$ cat config.mk
export PLATFORM = sky130hd
export DESIGN_NAME = conv_relu_maxpool_collector
export DESIGN_NICKNAME = d
export VERILOG_FILES = /design/src/rtl/conv_pkg.sv /design/src/rtl/pooled_fifo.sv /design/src/rtl/conv_relu_maxpool_collector.sv
export SDC_FILE = /design/constraint.sdc
export NUM_CORES = 1
export LEC_CHECK = 0
export CAP_MARGIN = 20
export CORE_MARGIN = 3
export CORE_UTILIZATION = 45
export DETAILED_ROUTE_END_ITERATION = 7
export GPL_TIMING_DRIVEN = 0
export PLACE_DENSITY_LB_ADDON = 0.08
export SLEW_MARGIN = 0
export SYNTH_ARGS = -nofsm -noshare
export SYNTH_HDL_FRONTEND = slang
export SYNTH_SLANG_ARGS = --single-unit
export TNS_END_PERCENT = 30
$ cat constraint.sdc
create_clock -name clk_i -period 6.25 [get_ports clk_i]
set_clock_uncertainty 0.05 [all_clocks]
set_input_delay 0.9375 -clock clk_i [delete_from_list [all_inputs] [get_ports clk_i]]
set_output_delay 0.9375 -clock clk_i [all_outputs]
set_load 0.03 [all_outputs]
$ cat src/rtl/conv_pkg.sv
// conv_pkg: constants and small helpers shared by the conv ReLU/max-pool
// collector and its result FIFO.
//   - Register offsets from the device base address.
//   - Bit positions of the status word.
//   - Bit positions of the CFG register.
//   - fp32 helpers:
//     - relu_fp32 clamps any value with the sign bit set to +0.
//     - max_u32 is an unsigned compare. It only works as an fp32 max
//       because both operands are already non-negative after ReLU.
package conv_pkg;

  localparam logic [31:0] OFS_DATA = 32'h0;
  localparam logic [31:0] OFS_STAT = 32'h4;
  localparam logic [31:0] OFS_CFG  = 32'h8;

  localparam int STAT_OVF_BIT    = 31;
  localparam int STAT_EMPTY_BIT  = 30;
  localparam int STAT_FULL_BIT   = 29;
  localparam int STAT_ROWPAR_BIT = 16;
  localparam int STAT_COUNT_W    = 8;

  localparam int CFG_CLR_BIT = 31;
  localparam int CFG_W_BITS  = 6;

  localparam logic [31:0] FP32_ZERO = 32'h0000_0000;

  typedef enum logic [1:0] {
    SEL_DATA,
    SEL_STAT,
    SEL_CFG,
    SEL_NONE
  } reg_sel_t;

  // Any sign-bit-set input (negatives, -0, negative NaN) becomes +0.
  function automatic logic [31:0] relu_fp32(input logic [31:0] x);
    return x[31] ? FP32_ZERO : x;
  endfunction

  // For non-negative IEEE-754 values the bit pattern orders like an unsigned int.
  function automatic logic [31:0] max_u32(input logic [31:0] a, input logic [31:0] b);
    return (a > b) ? a : b;
  endfunction

endpackage

$ cat src/rtl/pooled_fifo.sv
// pooled_fifo: synchronous FIFO holding the pooled results.
//   clk_i   clock
//   rst_i   synchronous reset, active low
//   clr_i   synchronous clear (empties the FIFO)
//   push_i  write request
//   din_i   write data
//   pop_i   read request
//   dout_o  head entry (combinational from the storage array)
//   count_o number of stored entries
//   full_o  the FIFO holds DEPTH entries
//   empty_o the FIFO holds no entries
//   drop_o  a push was refused because the FIFO was full
// Pop and push rules:
//   - A pop while empty is ignored.
//   - A push while full is accepted only when a real pop frees a slot in the
//     same cycle. Otherwise the push is dropped and drop_o is raised.
module pooled_fifo
  import conv_pkg::*;
#(
  parameter int DW    = 32,
  parameter int DEPTH = 16
) (
  input  logic                     clk_i,
  input  logic                     rst_i,
  input  logic                     clr_i,
  input  logic                     push_i,
  input  logic [DW-1:0]            din_i,
  input  logic                     pop_i,
  output logic [DW-1:0]            dout_o,
  output logic [$clog2(DEPTH):0]   count_o,
  output logic                     full_o,
  output logic                     empty_o,
  output logic                     drop_o
);

  localparam int AW = $clog2(DEPTH);

  logic [DW-1:0] mem [DEPTH];
  logic [AW-1:0] wr_ptr_reg;
  logic [AW-1:0] rd_ptr_reg;
  logic [AW:0]   count_reg;
  logic          do_push;
  logic          do_pop;

  assign empty_o = (count_reg == '0);
  assign full_o  = (count_reg == (AW+1)'(DEPTH));
  assign do_pop  = pop_i & ~empty_o;
  assign do_push = push_i & (~full_o | do_pop);
  assign drop_o  = push_i & ~do_push;
  assign count_o = count_reg;
  assign dout_o  = mem[rd_ptr_reg];

  always_ff @(posedge clk_i) begin
    if (!rst_i || clr_i) begin
      wr_ptr_reg <= '0;
      rd_ptr_reg <= '0;
      count_reg  <= '0;
    end else begin
      if (do_push) wr_ptr_reg <= wr_ptr_reg + AW'(1);
      if (do_pop)  rd_ptr_reg <= rd_ptr_reg + AW'(1);
      case ({do_push, do_pop})
        2'b10:   count_reg <= count_reg + (AW+1)'(1);
        2'b01:   count_reg <= count_reg - (AW+1)'(1);
        default: count_reg <= count_reg;
      endcase
    end
  end

  // The storage array is not reset. Only entries between the pointers are ever read.
  always_ff @(posedge clk_i) begin
    if (do_push) mem[wr_ptr_reg] <= din_i;
  end

endmodule

$ cat src/rtl/conv_relu_maxpool_collector.sv
// conv_relu_maxpool_collector: takes raster-order fp32 conv outputs and
// processes them as follows:
//   1. Applies ReLU.
//   2. Max-pools 2x2 windows with stride 2.
//   3. Queues each pooled value for the CPU to read.
// Ports:
//   clk_i        clock
//   rst_i        synchronous reset, active low
//   res_valid_i  conv result valid, one per cycle, no backpressure
//   res_data_i   fp32 conv result
//   en_i         bus access strobe
//   we_i         1 = write, 0 = read
//   addr_i       byte address
//   data_i       write data
//   ready_o      access done (one cycle after en_i)
//   data_o       registered read data
// Register map (offsets from BASE_ADDR):
//   +0x0 R   pop FIFO head
//   +0x4 R   status
//   +0x8 RW  CFG / W
module conv_relu_maxpool_collector
  import conv_pkg::*;
#(
  parameter int               XLEN       = 32,
  parameter int               MAX_W      = 24,
  parameter int               FIFO_DEPTH = 16,
  parameter logic [XLEN-1:0]  BASE_ADDR  = 32'hC440_0000
) (
  input  logic            clk_i,
  input  logic            rst_i,
  input  logic            res_valid_i,
  input  logic [XLEN-1:0] res_data_i,
  input  logic            en_i,
  input  logic            we_i,
  input  logic [XLEN-1:0] addr_i,
  input  logic [XLEN-1:0] data_i,
  output logic            ready_o,
  output logic [XLEN-1:0] data_o
);

  localparam int LBUF_N = MAX_W / 2;
  localparam int LW     = $clog2(LBUF_N);
  localparam int CNT_W  = $clog2(FIFO_DEPTH) + 1;
  localparam logic [CFG_W_BITS-1:0] MAX_W_L = CFG_W_BITS'(MAX_W);

  // Window state
  logic [CFG_W_BITS-1:0] w_reg;
  logic [CFG_W_BITS-1:0] col_reg;
  logic                  row_par_reg;
  logic                  ovf_reg;
  logic [31:0]           hreg_reg;
  // The line buffer holds one horizontal max per window of the even row.
  logic [31:0]           lbuf [LBUF_N];

  // Bus decode
  reg_sel_t              sel;
  logic                  cfg_wr;
  logic                  clr;
  logic                  w_wr;
  logic [CFG_W_BITS-1:0] w_new;
  logic                  w_valid;
  logic                  take;
  logic                  rd_en;
  logic [XLEN-1:0]       rd_mux;
  logic [XLEN-1:0]       stat;

  // Datapath
  logic [31:0]           relu_r;
  logic [31:0]           h;
  logic [31:0]           pooled;
  logic [LW-1:0]         lidx;
  logic                  col_last;

  // FIFO
  logic                  fifo_push;
  logic                  fifo_pop;
  logic [31:0]           fifo_dout;
  logic [CNT_W-1:0]      fifo_count;
  logic                  fifo_full;
  logic                  fifo_empty;
  logic                  fifo_drop;

  // Write-data bits that CFG ignores
  logic                  unused_bits;
  assign unused_bits = ^data_i[XLEN-2:CFG_W_BITS];

  always_comb begin
    sel = SEL_NONE;
    if (addr_i == BASE_ADDR + OFS_DATA)      sel = SEL_DATA;
    else if (addr_i == BASE_ADDR + OFS_STAT) sel = SEL_STAT;
    else if (addr_i == BASE_ADDR + OFS_CFG)  sel = SEL_CFG;
  end

  assign cfg_wr  = en_i & we_i & (sel == SEL_CFG);
  assign clr     = cfg_wr & data_i[CFG_CLR_BIT];
  assign w_new   = data_i[CFG_W_BITS-1:0];
  assign w_valid = ~w_new[0] & (w_new >= 6'd2) & (w_new <= MAX_W_L);
  assign w_wr    = cfg_wr & ~data_i[CFG_CLR_BIT] & w_valid;
  // A clear or an accepted W write resets the window position.
  // Any sample arriving in the same cycle is therefore discarded.
  assign take    = res_valid_i & ~(clr | w_wr);

  assign rd_en    = en_i & ~we_i;
  assign fifo_pop = rd_en & (sel == SEL_DATA);

  assign relu_r   = relu_fp32(res_data_i);
  assign lidx     = col_reg[LW:1];
  assign h        = max_u32(hreg_reg, relu_r);
  assign pooled   = max_u32(lbuf[lidx], h);
  assign col_last = (col_reg == w_reg - 6'd1);

  // A window completes on the odd column of the odd row.
  assign fifo_push = take & col_reg[0] & row_par_reg;

  pooled_fifo #(
    .DW    (32),
    .DEPTH (FIFO_DEPTH)
  ) u_fifo (
    .clk_i   (clk_i),
    .rst_i   (rst_i),
    .clr_i   (clr),
    .push_i  (fifo_push),
    .din_i   (pooled),
    .pop_i   (fifo_pop),
    .dout_o  (fifo_dout),
    .count_o (fifo_count),
    .full_o  (fifo_full),
    .empty_o (fifo_empty),
    .drop_o  (fifo_drop)
  );

  always_comb begin
    stat                                = '0;
    stat[STAT_OVF_BIT]                  = ovf_reg;
    stat[STAT_EMPTY_BIT]                = fifo_empty;
    stat[STAT_FULL_BIT]                 = fifo_full;
    stat[STAT_ROWPAR_BIT]               = row_par_reg;
    stat[STAT_COUNT_W-1:0]              = STAT_COUNT_W'(fifo_count);
  end

  always_comb begin
    rd_mux = '0;
    case (sel)
      SEL_DATA: rd_mux = fifo_empty ? FP32_ZERO : fifo_dout;
      SEL_STAT: rd_mux = stat;
      SEL_CFG:  rd_mux = {{(XLEN-CFG_W_BITS){1'b0}}, w_reg};
      default:  rd_mux = '0;
    endcase
  end

  always_ff @(posedge clk_i) begin
    if (!rst_i) begin
      ready_o     <= 1'b0;
      data_o      <= '0;
      w_reg       <= MAX_W_L;
      col_reg     <= '0;
      row_par_reg <= 1'b0;
      ovf_reg     <= 1'b0;
      hreg_reg    <= '0;
    end else begin
      ready_o <= en_i;
      data_o  <= rd_en ? rd_mux : '0;

      if (clr) begin
        col_reg     <= '0;
        row_par_reg <= 1'b0;
      end else if (w_wr) begin
        w_reg       <= w_new;
        col_reg     <= '0;
        row_par_reg <= 1'b0;
      end else if (take) begin
        if (!col_reg[0]) hreg_reg <= relu_r;
        if (col_last) begin
          col_reg     <= '0;
          row_par_reg <= ~row_par_reg;
        end else begin
          col_reg <= col_reg + 6'd1;
        end
      end

      if (clr)            ovf_reg <= 1'b0;
      else if (fifo_drop) ovf_reg <= 1'b1;
    end
  end

  // The line buffer is not reset.
  // Each slot is written on the even row before the odd row reads it.
  always_ff @(posedge clk_i) begin
    if (take && col_reg[0] && !row_par_reg) lbuf[lidx] <= h;
  end

endmodule

[Word level (Yosys, flattened, before mapping)]
Memories as Yosys holds them, arrays and structs flattened. A register that Yosys moved wholly into a read port is not among the register bits.
Index checks and enable logic that the tools add are counted.
Storage, ports and cells
  output and inout bits: 33
  memories: 2
  word-level logic and storage cells: 92
  register bits after elaboration: 92
  memory bits (writable): 896
  bits of input ports: 101
Operators by class
  reduce and logical (&&, ||, !) cells: 14
  magnitude comparators: 4
  multiplexer cells: 18
  eq/ne operators: 9
  bitwise operators: 29
  add/subtract/negate cells: 6
Memories
  u_fifo.mem: words 16, width 32, rd ports 1, clocked after Yosys merged registers in 1, write ports 1, line pooled_fifo.sv:38  | logic [DW-1:0] mem [DEPTH];
  lbuf: words 12, width 32, rd ports 1, clocked after Yosys merged registers in 1, write ports 1, line conv_relu_maxpool_collector.sv:53  | logic [31:0] lbuf [LBUF_N];
Operators with widths (count)
  == test 32 bit (second input constant): 3
  two-way mux 32 bit: 3
  one-hot mux 32 bit (3 select lines): 1
  > comparator 32 x 31 -> 1 bit: 1
  > comparator 32 bit: 1
  two-way mux 31 bit: 1
  two-way mux 4 bit: 4
  AND 1 bit: 15
  inverter 1 bit: 12
  one-hot mux 5 bit (2 select lines): 1
  adder 4 x 1 -> 4 bit (second input constant): 2
  adder 6 x 1 -> 6 bit (second input constant): 1
  == test 6 bit: 1
  >= comparator 6 x 2 -> 1 bit (second input constant): 1
  less-or-equal comparator 6 x 5 -> 1 bit (second input constant): 1
  two-way mux 6 bit: 1
  AND reduction 2 bit: 3
  subtractor 6 x 1 -> 6 bit (second input constant): 1
  adder 5 x 1 -> 5 bit (second input constant): 1
  == test 5 bit (second input constant): 1
  zero test 5 bit: 1
  two-way mux 1 bit: 5
  subtractor 5 x 1 -> 5 bit (second input constant): 1
  == test 2 x 1 -> 1 bit (second input constant): 2
  11 further kinds: 16

[Depth between registers and ports, before layout]
Gate-level depths: netlist of the first run.
  word-level depth: 16
  mapped depth: 21
  gate-level depth less buffers: 18

[By module]
A second synthesis of the first run with hierarchy kept.
Unflattened totals
  cell total of the unflattened synthesis: 2269
  area total of the unflattened synthesis: 40261.1 µm²
Modules (own cells, without submodules)
  pooled_fifo: instances 1, cells each 917, area each 20168.1 µm², seq. area each 15715.1 µm²
  conv_relu_maxpool_collector: instances 1, cells each 1352, area each 20093.0 µm², seq. area each 12812.3 µm²

[Least setup slack after synthesis of the first run]
OpenSTA, ideal clock, no wires.
  kind: in2reg
  from: input res_data_i[31]
  to: memory u_fifo.mem[0][0], data pin
  setup slack: 0.675 ns
  data arrival time: 5.229 ns
  library setup time: 0.296 ns
  cell stages on the path: 18
  path buffers: 3
  required time: 5.904 ns
  path through: clkbuf_1 > nor2b_1 > inv_1 > ha_1 > nand4_1 > or4_1 > o22ai_1 > buf_2 > mux2i_1 > ha_1 > a211oi_1 > o211ai_1 > a31o_2 > a21oi_1 > nor3_1 > o21ai_1 > buf_2 > mux2i_1
On the way
  cells in the longest elaborated chain, start to end: 5
RTL lines
  start: declaration: line conv_relu_maxpool_collector.sv:32  | input logic [XLEN-1:0] res_data_i,
  two-way mux 31 bit (*): line conv_pkg.sv:36  | return x[31] ? FP32_ZERO : x;
  > comparator 32 x 31 -> 1 bit: line conv_pkg.sv:41  | return (a > b) ? a : b;
  two-way mux 32 bit (*): line conv_pkg.sv:41
  > comparator 32 bit: line conv_pkg.sv:41
  two-way mux 32 bit (*): line conv_pkg.sv:41
  net pooled[0]: line conv_relu_maxpool_collector.sv:70  | logic [31:0] pooled;
  end: declaration: line pooled_fifo.sv:38
The timed path passes the listed nets; every way through them passes the cells marked *.

[Final worst setup path of the first run]
  from: input res_data_i[31]
  to: memory u_fifo.mem[12][18], data pin
Same word-level chain as after synthesis.

==> results.toml, run 1 <==
[worst_hold_path]
min_path_cells = 2
holdPathEnd = "data_o[31]"
hp-class = "flop to flop"
worstHoldStart = "ovf_reg"

[placed_design]
dpl-instance-area_um2 = 43000
dp_hpwl_mm = 66.7
routabilityCongestion = 0.818
portBuffers = 108

[power]
swShare = 0.219
pwr_density_cell_nw_per_um2 = 297
seqPwrFrac = 0.520
ir_drop_uv = 230
p_sw_uw = 3040
leakage_uw = 0.0152
combPwrFrac = 0.066
internal-power_uw = 10900
power_frac_clock = 0.414

[die]
die_area_um2 = 90900
start_util = 0.457
die_x_um = 302
die_y_um = 302
io_pins = 134
coreArea_um2 = 85900
rows = 107

[clock_tree]
cts_max_path_buffers = 3
postCtsHoldBufs = 0
clockRootBuffer = "clkbuf_16"
cts.sinks = 967
cts_tree = "built"
path_clk_slew_ps = 60
numCtsBuffers = 102
clk_latency_ps = 660
htree_levels = 3

[route]
drt_iter0_drc = 1550
drtPass1Iterations = 5
wl_per_cell_um = 26.9
finalWirelength_mm = 97.2
vias = 20300
drc = 0
drtAntennaViolNets = 0
vias_per_cell = 5.62

[sta]
hold_violations = 0
finalCritPeriodShare = 0.989
relSlewSlack = 0.255
finalCriticalPeriod_ps = 6180
setup_viol = 0
worst_pin_slew_ps = 1120
max_freq_ghz = 0.162
slew_violations = 0
rsz0062_at_grt = "true"
hold_ws_ps = 418

[synthesis]
ys_seq_area_frac = 0.714
synth_edf_count = 868
synth_area_um2 = 39300
synthArstFlopShare = 0
netlist_instances = 2088
synth-seq-cells = 967
yosys.area.top_type_share = 0.663
synth_top_area_cell = "edfxtp_1"
yosysWarnings = 0
avgSynthCellArea_um2 = 18.8
syn_nets = 2263
yosys_most_used_dff = "edfxtp_1"
ys_types = 64
synth_area_leaders = "edfxtp_1 (66%), mux4_2 (14%), dfxtp_1 (5.0%), mux2i_1 (2.5%), ha_1 (2.3%)"

[critical_path]
startpoint_type = "input pin"
required_ps = 6680
criticalPathCategory = "input pin to flop"
r2r-end = "u_fifo.mem[12][18]"
end_kind = "flop"
r2r_setup_slack_ps = 650
worst-path-max-fanout = 16
reg2reg_depth = 16
critPathArrivalTime_ps = 6610

[global_route]
grt.overflow.total = 0
grtUsageTotal = 0.217
grt_max_degree = 26
grt_pass1_vias = 21000
antenna_found_initial = 4
grt_first_pass_wirelength_mm = 142

[job]
cap_violations = 0

[outcome]
status = "finished clean"

[finish]
drive_above_1_share = 0.247
antenna_cells = 0
syn_to_final_growth_pct = 19.0
largestRegisters = "u_fifo.mem (496), lbuf (372), data_o (32)"
largest_reg_flops = 496
finalNetCount = 2557
fin_area_um2 = 46800
largest_register = "u_fifo.mem"
[synth_stat cells (all sizes together) (2+ instances only)]
master	n
a222oi	5
and3	22
nand2b	6
a211oi	4
xnor2	9
nor4b	2
or4	3
nand3	13
xor2	15
edfxtp	868
dfxtp	99
o211ai	7
ha	73
nand4	16
a31oi	4
buf	38
and2	9
clkbuf	58
nor2b	38
nor4	9
a21boi	31
mux2i	98
inv	103
o21a	33
nand2	125
a21oi	30
nor2	63
o21ai	11
nor3b	5
a22oi	3
or3	2
mux4	248
nor3	14
a21o	4
[final cells by class]
class	count	area (um2)
timing repair buffer	190	2240
fill	6797	39200
multi-input combinational	922	11000
sequential	967	28000
tap	1144	1430
clock inverter	60	478
buffer	96	445
clock buffer	128	2710
inverter	103	389
[layout by cell type, fill, tap and decap left out, types with 18 or more instances in the layout]
cell	instances
edfxtp_1	868
mux4_2	248
nand2_1	124
clkdlybuf4s50_1	108
clkbuf_16	103
inv_1	101
dfxtp_1	99
clkbuf_1	76
ha_1	73
mux2i_1	57
nor2_1	50
buf_6	33
o21a_1	33
a21oi_1	30
nor2b_1	28
buf_12	27
buf_2	23
mux2i_4	23
clkinv_1	23
and3_1	22
a21boi_0	22
clkinv_2	21
mux2i_2	18
[layer usage]
metal,GRT usage,share of wire,up-vias
met1,0.293,0.42,10700
met5,0,0,-
met2,0.368,0.51,496
met4,0.0697,0.030,0
li1,-,-,8923
met3,0.0286,0.042,161
[cell families (layout without fill, tap and decap cells)]
kind of cell	count (synthesis)	in the layout	share of synthesized area
flops	967	967	0.714
xor+xnor	24	24	0.00535
mux	346	346	0.167
fa+ha+maj	74	74	0.0237
buf+inv	199	577	0.0199
simple gates	333	333	0.0441
compound gates	145	145	0.0263
[repair_timing]
| item | in CTS | in global routing |
|---|---|---|
| setup endpoints to repair | 496 | 496 |
| pin swaps | 0 | 2 |
| buffers inserted | 0 | 7 |
| gates resized for setup | 65 | 38 |
[how the worst max path moves through the flow]
stage	start	to	slack [ps]	cells after the start
after CTS	res_data_i[31]	u_fifo.mem[1][22]	10	21
final	res_data_i[31]	u_fifo.mem[12][18]	70	19
after detailed placement	res_data_i[31]	u_fifo.mem[2][6]	-2020	21
after floorplan	res_data_i[31]	u_fifo.mem[0][0]	670	18
after global placement	addr_i[19]	u_fifo.mem[6][15]	-2670	7
after global routing	res_data_i[31]	u_fifo.mem[6][19]	-70	21
[metrics by stage]
step | power (uW) | worst slack, ps | std cells | utilization | TNS, ps
finish | 13900 | 65.8 | 3610 | 0.544 | 0
floorplan | 7810 | 675 | 2088 | - | 0
global route | 14400 | -68.0 | 3610 | 0.544 | -6930
global placement | 8090 | -2670 | 3340 | 0.487 | -1555450
detailed placement | 8170 | -2020 | 3413 | 0.500 | -747860
CTS | 14000 | 9.58 | 3601 | 0.541 | 0
[critical path, cell delays in order]
cell and delay, ps:
clkdlybuf4s50_1 560, nor2b_1 670, inv_1 100, ha_1 340
nand4_1 90, or4_1 580, o22ai_4 250, buf_8 250
mux2i_4 360, ha_1 290, nor2b_1 130, o211ai_1 160
a31oi_1 120, a211oi_2 350, o211ai_1 170, o21ai_2 300
buf_6 260, mux2i_1 360, buf_4 280
[power by group through the flow]
stage               Clock [uW]  Combinational, uW  Sequential, uW
detailed placement           0                805            7370
global placement             0                721            7370
finish                    5750                918            7230
floorplan                    0                441            7360
global route              6130                996            7230
CTS                       5880                871            7230
Power figures use the tool's default switching activity.
==> inputs of run 2 (changes only) <==
- SLEW_MARGIN: 0 -> unset
- clock period: 6.25 -> 7.3 ns (I/O delays scaled with it)
==> results.toml, run 2 (synthesized netlist as in run 1, its figures left out) <==
[outcome]
status = "finished clean"

[finish]
syn_to_final_growth_pct = 18.3
final_common_cell = "edfxtp_1"
largestRegisters = "u_fifo.mem (496), lbuf (372), data_o (32)"
antenna_cells = 0
final_cells = 3610
largest_reg_flops = 496
finalNetCount = 2557
mostFrequentLayoutCells = "edfxtp_1 (868), mux4_2 (248), nand2_1 (125)"
fin_area_um2 = 46500
fillCellCount = 6816
drive_above_1_share = 0.230
largest_register = "u_fifo.mem"

[power]
internal-power_uw = 9270
seqPwrFrac = 0.522
combPwrFrac = 0.063
ir_drop_uv = 197
leakage_uw = 0.0152
swShare = 0.218
power_frac_clock = 0.415
power.total_uw = 11900
pwr_density_cell_nw_per_um2 = 255
p_sw_uw = 2580

[critical_path]
cpPeakStageDelay_ps = 630
crit_chain = "clkdlybuf4s50_1 > clkbuf_1 > nor2b_1 > inv_1 > ha_1 > nand4_1 > nor4_1 > a22oi_1 > o211ai_1 > o22ai_1 > clkbuf_4 > mux2i_2 > ha_1 > nor2b_1 > o211ai_1 > a31oi_1 > a211oi_1 > o211ai_1 > o21ai_1 > buf_2 > mux2i_1 > buf_6"
critPathArrivalTime_ps = 7510
criticalPathCategory = "input pin to flop"
cp_common_cell = "o211ai_1"
cp_slowest_cell = "clkdlybuf4s50_1"
worst-path-max-fanout = 16
end_kind = "flop"
required_ps = 7730
r2r_setup_slack_ps = 1350
startpoint_type = "input pin"

[die]
start_util = 0.457
die_area_um2 = 90900
rows = 107
die_y_um = 302
die_x_um = 302
io_pins = 134
coreArea_um2 = 85900

[placed_design]
dp.cells = 3413
dp_slack_ps = -1120
dp_hpwl_mm = 66.7
dpl-instance-area_um2 = 43000
portBuffers = 108
routabilityCongestion = 0.818

[route]
drc = 0
drtPass1Iterations = 5
finalWirelength_mm = 96.9
wl_per_cell_um = 26.8
drtAntennaViolNets = 0
drt_iter0_drc = 1528
vias_per_cell = 5.62
vias = 20300

[sta]
setup_viol = 0
max_freq_ghz = 0.141
slew_violations = 0
hold_violations = 0
setup-tns-final_ps = 0
worst_pin_slew_ps = 1120
fin_ws_ps = 219
finalCritPeriodShare = 0.970
relSlewSlack = 0.255
finalCriticalPeriod_ps = 7080

[clock_tree]
cts.sinks = 967
clk_latency_ps = 660
path_clk_slew_ps = 60
numCtsBuffers = 102
clockRootBuffer = "clkbuf_16"
htree_levels = 3
cts_tree = "built"
cts_max_path_buffers = 3

[global_route]
grt_pass1_vias = 20900
grt_max_degree = 26
grtUsageTotal = 0.216
grt_first_pass_wirelength_mm = 142
grt.overflow.total = 0
antenna_found_initial = 4

[job]
cap_violations = 0

[worst_hold_path]
hp-class = "flop to flop"
## run 2: changes by cell type in the layout (fill, tap and decap cells not counted), moves of 2 or more
cell and delta:
nor4_1 +2, mux2i_2 -10, mux2i_1 +23, nor4_2 -2, mux2i_4 -13, buf_4 -2, buf_6 -3, buf_12 +2
nor2b_1 +10, buf_8 -3, clkbuf_1 +2, nor2b_2 -10, clkbuf_4 +4
## run 2: stage by stage
step,util,hold slack [ps]
global route,0.541,435
finish,0.541,415
floorplan,-,359
CTS,0.538,415
global placement,0.487,395
detailed placement,0.500,401
## run 2: final timing paths
path | end | startpoint | depth (start not counted)
hold / removal | data_o[31] | ovf_reg | 2
hold reg to reg | data_o[31] | ovf_reg | 2
setup / recovery | u_fifo.mem[8][28] | res_data_i[31] | 22
setup reg to reg | u_fifo.mem[8][28] | flop | 16
## run 2: routing by layer
metal / up-vias / global-route usage / part of all wire / routed length, um
met2: 516 / 0.366 / 0.51 / 49300
met3: 153 / 0.0289 / 0.044 / 4290
met5: - / 0 / 0 / 0
li1: 8922 / - / - / -
met4: 0 / 0.0704 / 0.030 / 2950
met1: 10700 / 0.292 / 0.42 / 40300
## run 2: critical path: cells and delay by family
family / cells / cell delay, ps
adder cells (fa/ha/maj): 2 / 560
multiplexers: 2 / 980
buffers and inverters: 6 / 2260
AND/OR/NAND/NOR: 4 / 540
AO/OA/AOI/OAI: 8 / 2040
## run 2: power groups by stage
stage / logic, uW / registers, uW / clock network (uW)
global route: 815 / 6190 / 5250
finish: 748 / 6190 / 4920
global placement: 617 / 6310 / 0
floorplan: 378 / 6300 / 0
CTS: 707 / 6190 / 5040
detailed placement: 690 / 6310 / 0
## run 2: area by class of cell
type | count | area, um2 | share of cell area
buffer | 96 | 404 | 0.00869
clock buffer | 128 | 2710 | 0.0583
clock inverter | 60 | 478 | 0.0103
inverter | 103 | 389 | 0.00837
multi-input combinational | 922 | 10800 | 0.232
sequential | 967 | 28000 | 0.603
tap | 1144 | 1430 | 0.0308
timing repair buffer | 190 | 2270 | 0.0488
## run 2: timing repair
action                                  CTS  global route
gates cloned                              0             0
endpoints found under the hold margin     0             0
endpoints found under the setup margin  160           464
gates resized for setup                  15            18
hold buffers                              0             0
buffers inserted                          0             7
pin swaps                                 0             0
==> inputs of run 3 (changes only) <==
- PLACE_DENSITY: unset -> 0.62
- PLACE_DENSITY_LB_ADDON: 0.08 -> unset
==> results.toml, run 3 (synthesized netlist as in run 1, its figures left out) <==
[worst_hold_path]
worstHoldStart = "ovf_reg"
min_path_cells = 2
holdPathEnd = "data_o[31]"
hp-class = "flop to flop"

[route]
drt_iter0_drc = 1790
drtPass1Iterations = 5
finalWirelength_mm = 94.1
vias_per_cell = 5.67
wl_per_cell_um = 26.1
drc = 0
vias = 20400
drtAntennaViolNets = 0

[placed_design]
dp_hpwl_mm = 63.8
routabilityCongestion = 0.843
portBuffers = 108
dpl-instance-area_um2 = 43000

[critical_path]
crit_chain = "clkdlybuf4s50_1 > clkbuf_1 > nor2b_1 > inv_1 > ha_1 > a21oi_1 > o21ai_0 > a22oi_1 > o211ai_1 > o22ai_1 > buf_2 > mux2i_2 > ha_1 > o21a_1 > o211ai_1 > a31oi_1 > a211oi_1 > o211ai_1 > o21ai_1 > buf_2 > mux2i_2 > buf_4"
startpoint_type = "input pin"
reg2reg_depth = 17
end_kind = "flop"
required_ps = 7760
worst-path-max-fanout = 10
cp_slowest_cell = "mux2i_2"
r2r_start = "hreg_reg[26]"
cp_common_cell = "o211ai_1"
cpPeakStageDelay_ps = 540
r2r_setup_slack_ps = 1700
criticalPathCategory = "input pin to flop"
r2r-end = "u_fifo.mem[0][0]"
critPathArrivalTime_ps = 7400

[clock_tree]
clk_latency_ps = 660
postCtsHoldBufs = 0
clockRootBuffer = "clkbuf_16"
htree_levels = 3
path_clk_slew_ps = 60
numCtsBuffers = 99
cts_tree = "built"
cts_max_path_buffers = 3
cts.sinks = 967

[sta]
slew_violations = 0
rsz0062_at_grt = "false"
relSlewSlack = 0.252
hold_violations = 0
finalCritPeriodShare = 0.950
hold_ws_ps = 417
finalCriticalPeriod_ps = 6940
max_freq_ghz = 0.144
worst_pin_slew_ps = 1120
setup_viol = 0

[die]
rows = 107
coreArea_um2 = 85900
start_util = 0.457
die_y_um = 302
io_pins = 134
die_area_um2 = 90900
die_x_um = 302

[finish]
largest_register = "u_fifo.mem"
multiInputGateArea_um2 = 10700
seqCellArea_um2 = 28000
largestRegisters = "u_fifo.mem (496), lbuf (372), data_o (32)"
mostFrequentLayoutCells = "edfxtp_1 (868), mux4_2 (248), nand2_1 (125)"
syn_to_final_growth_pct = 18.1
fillCellCount = 6699
fin_area_um2 = 46400
finalNetCount = 2554
antenna_cells = 0
drive_above_1_share = 0.227
final_common_cell = "edfxtp_1"
largest_reg_flops = 496
final_util = 0.540

[power]
pwr_density_cell_nw_per_um2 = 257
leakage_uw = 0.0153
ir_drop_uv = 190

[global_route]
grt_pass1_vias = 21100
grt_first_pass_wirelength_mm = 139
antenna_found_initial = 1
grt_max_degree = 23
grt.overflow.total = 0
grtUsageTotal = 0.209

[job]
cap_violations = 0

[outcome]
status = "finished clean"
## run 3: changes by cell type in the layout (fill, tap and decap cells not counted), moves of 4 or more
cell,change
buf_12,-9
clkinv_1,-9
mux2i_4,-8
buf_4,+7
mux2i_1,+7
clkbuf_1,+6
inv_6,-6
buf_2,+4
clkbuf_4,-4
## run 3: worst max-delay path, delay by kind of cell
kind / cells / cell delay [ps]
AOI/OAI and AO/OA: 11 / 2240
muxes: 2 / 1020
buffers and inverters: 6 / 2220
adders and majority gates: 2 / 570
and+or+nand+nor: 1 / 230
## run 3: routing by layer
metal / share of wire / vias to the layer above / GRT usage
li1: - / 8904 / -
met1: 0.41 / 10700 / 0.285
met2: 0.50 / 710 / 0.350
met3: 0.059 / 139 / 0.0333
met4: 0.028 / 0 / 0.0631
met5: 0 / - / 0
## run 3: per-stage QoR
step | cells | setup slack (ps) | power [uW] | TNS, ps
global placement | 3340 | -1680 | 6920 | -711980
finish | 3607 | 363 | 11900 | 0
CTS | 3600 | -316 | 12000 | -19110
detailed placement | 3415 | -978 | 6990 | -184170
global route | 3607 | 0.562 | 12300 | 0
floorplan | 2088 | 1570 | 6680 | 0
## run 3: timing repair
item,in CTS,in global routing
endpoints found under the setup margin,96,477
setup buffers,0,2
resized for setup,1,11
## run 3: layout make-up
class / instances / area share
Clock buffer: 136 / 0.0595
Multi-Input combinational cell: 922 / 0.230
Sequential cell: 967 / 0.604
Buffer: 96 / 0.00846
Timing Repair Buffer: 190 / 0.0475
Inverter: 103 / 0.00838
Tap cell: 1144 / 0.0308
Clock inverter: 49 / 0.0111
## run 3: how the worst max path moves through the flow
stage                        start                end  slack [ps]  cells past startpoint
floorplan           res_data_i[31]   u_fifo.mem[0][0]        1570                     18
global placement        addr_i[15]  u_fifo.mem[4][17]       -1680                      7
detailed placement  res_data_i[31]   u_fifo.mem[1][0]        -980                     20
CTS                 res_data_i[31]  u_fifo.mem[15][0]        -320                     20
global route        res_data_i[31]   u_fifo.mem[7][0]         0.6                     22
finish              res_data_i[31]   u_fifo.mem[0][0]         360                     22
## run 3: power by group
part	total (uW)	internal (uW)	leakage (uW)	switching, uW
logic	714	257	0.00495	458
registers	6190	6180	0.00870	8.45
clock network	5040	2950	0.00161	2090
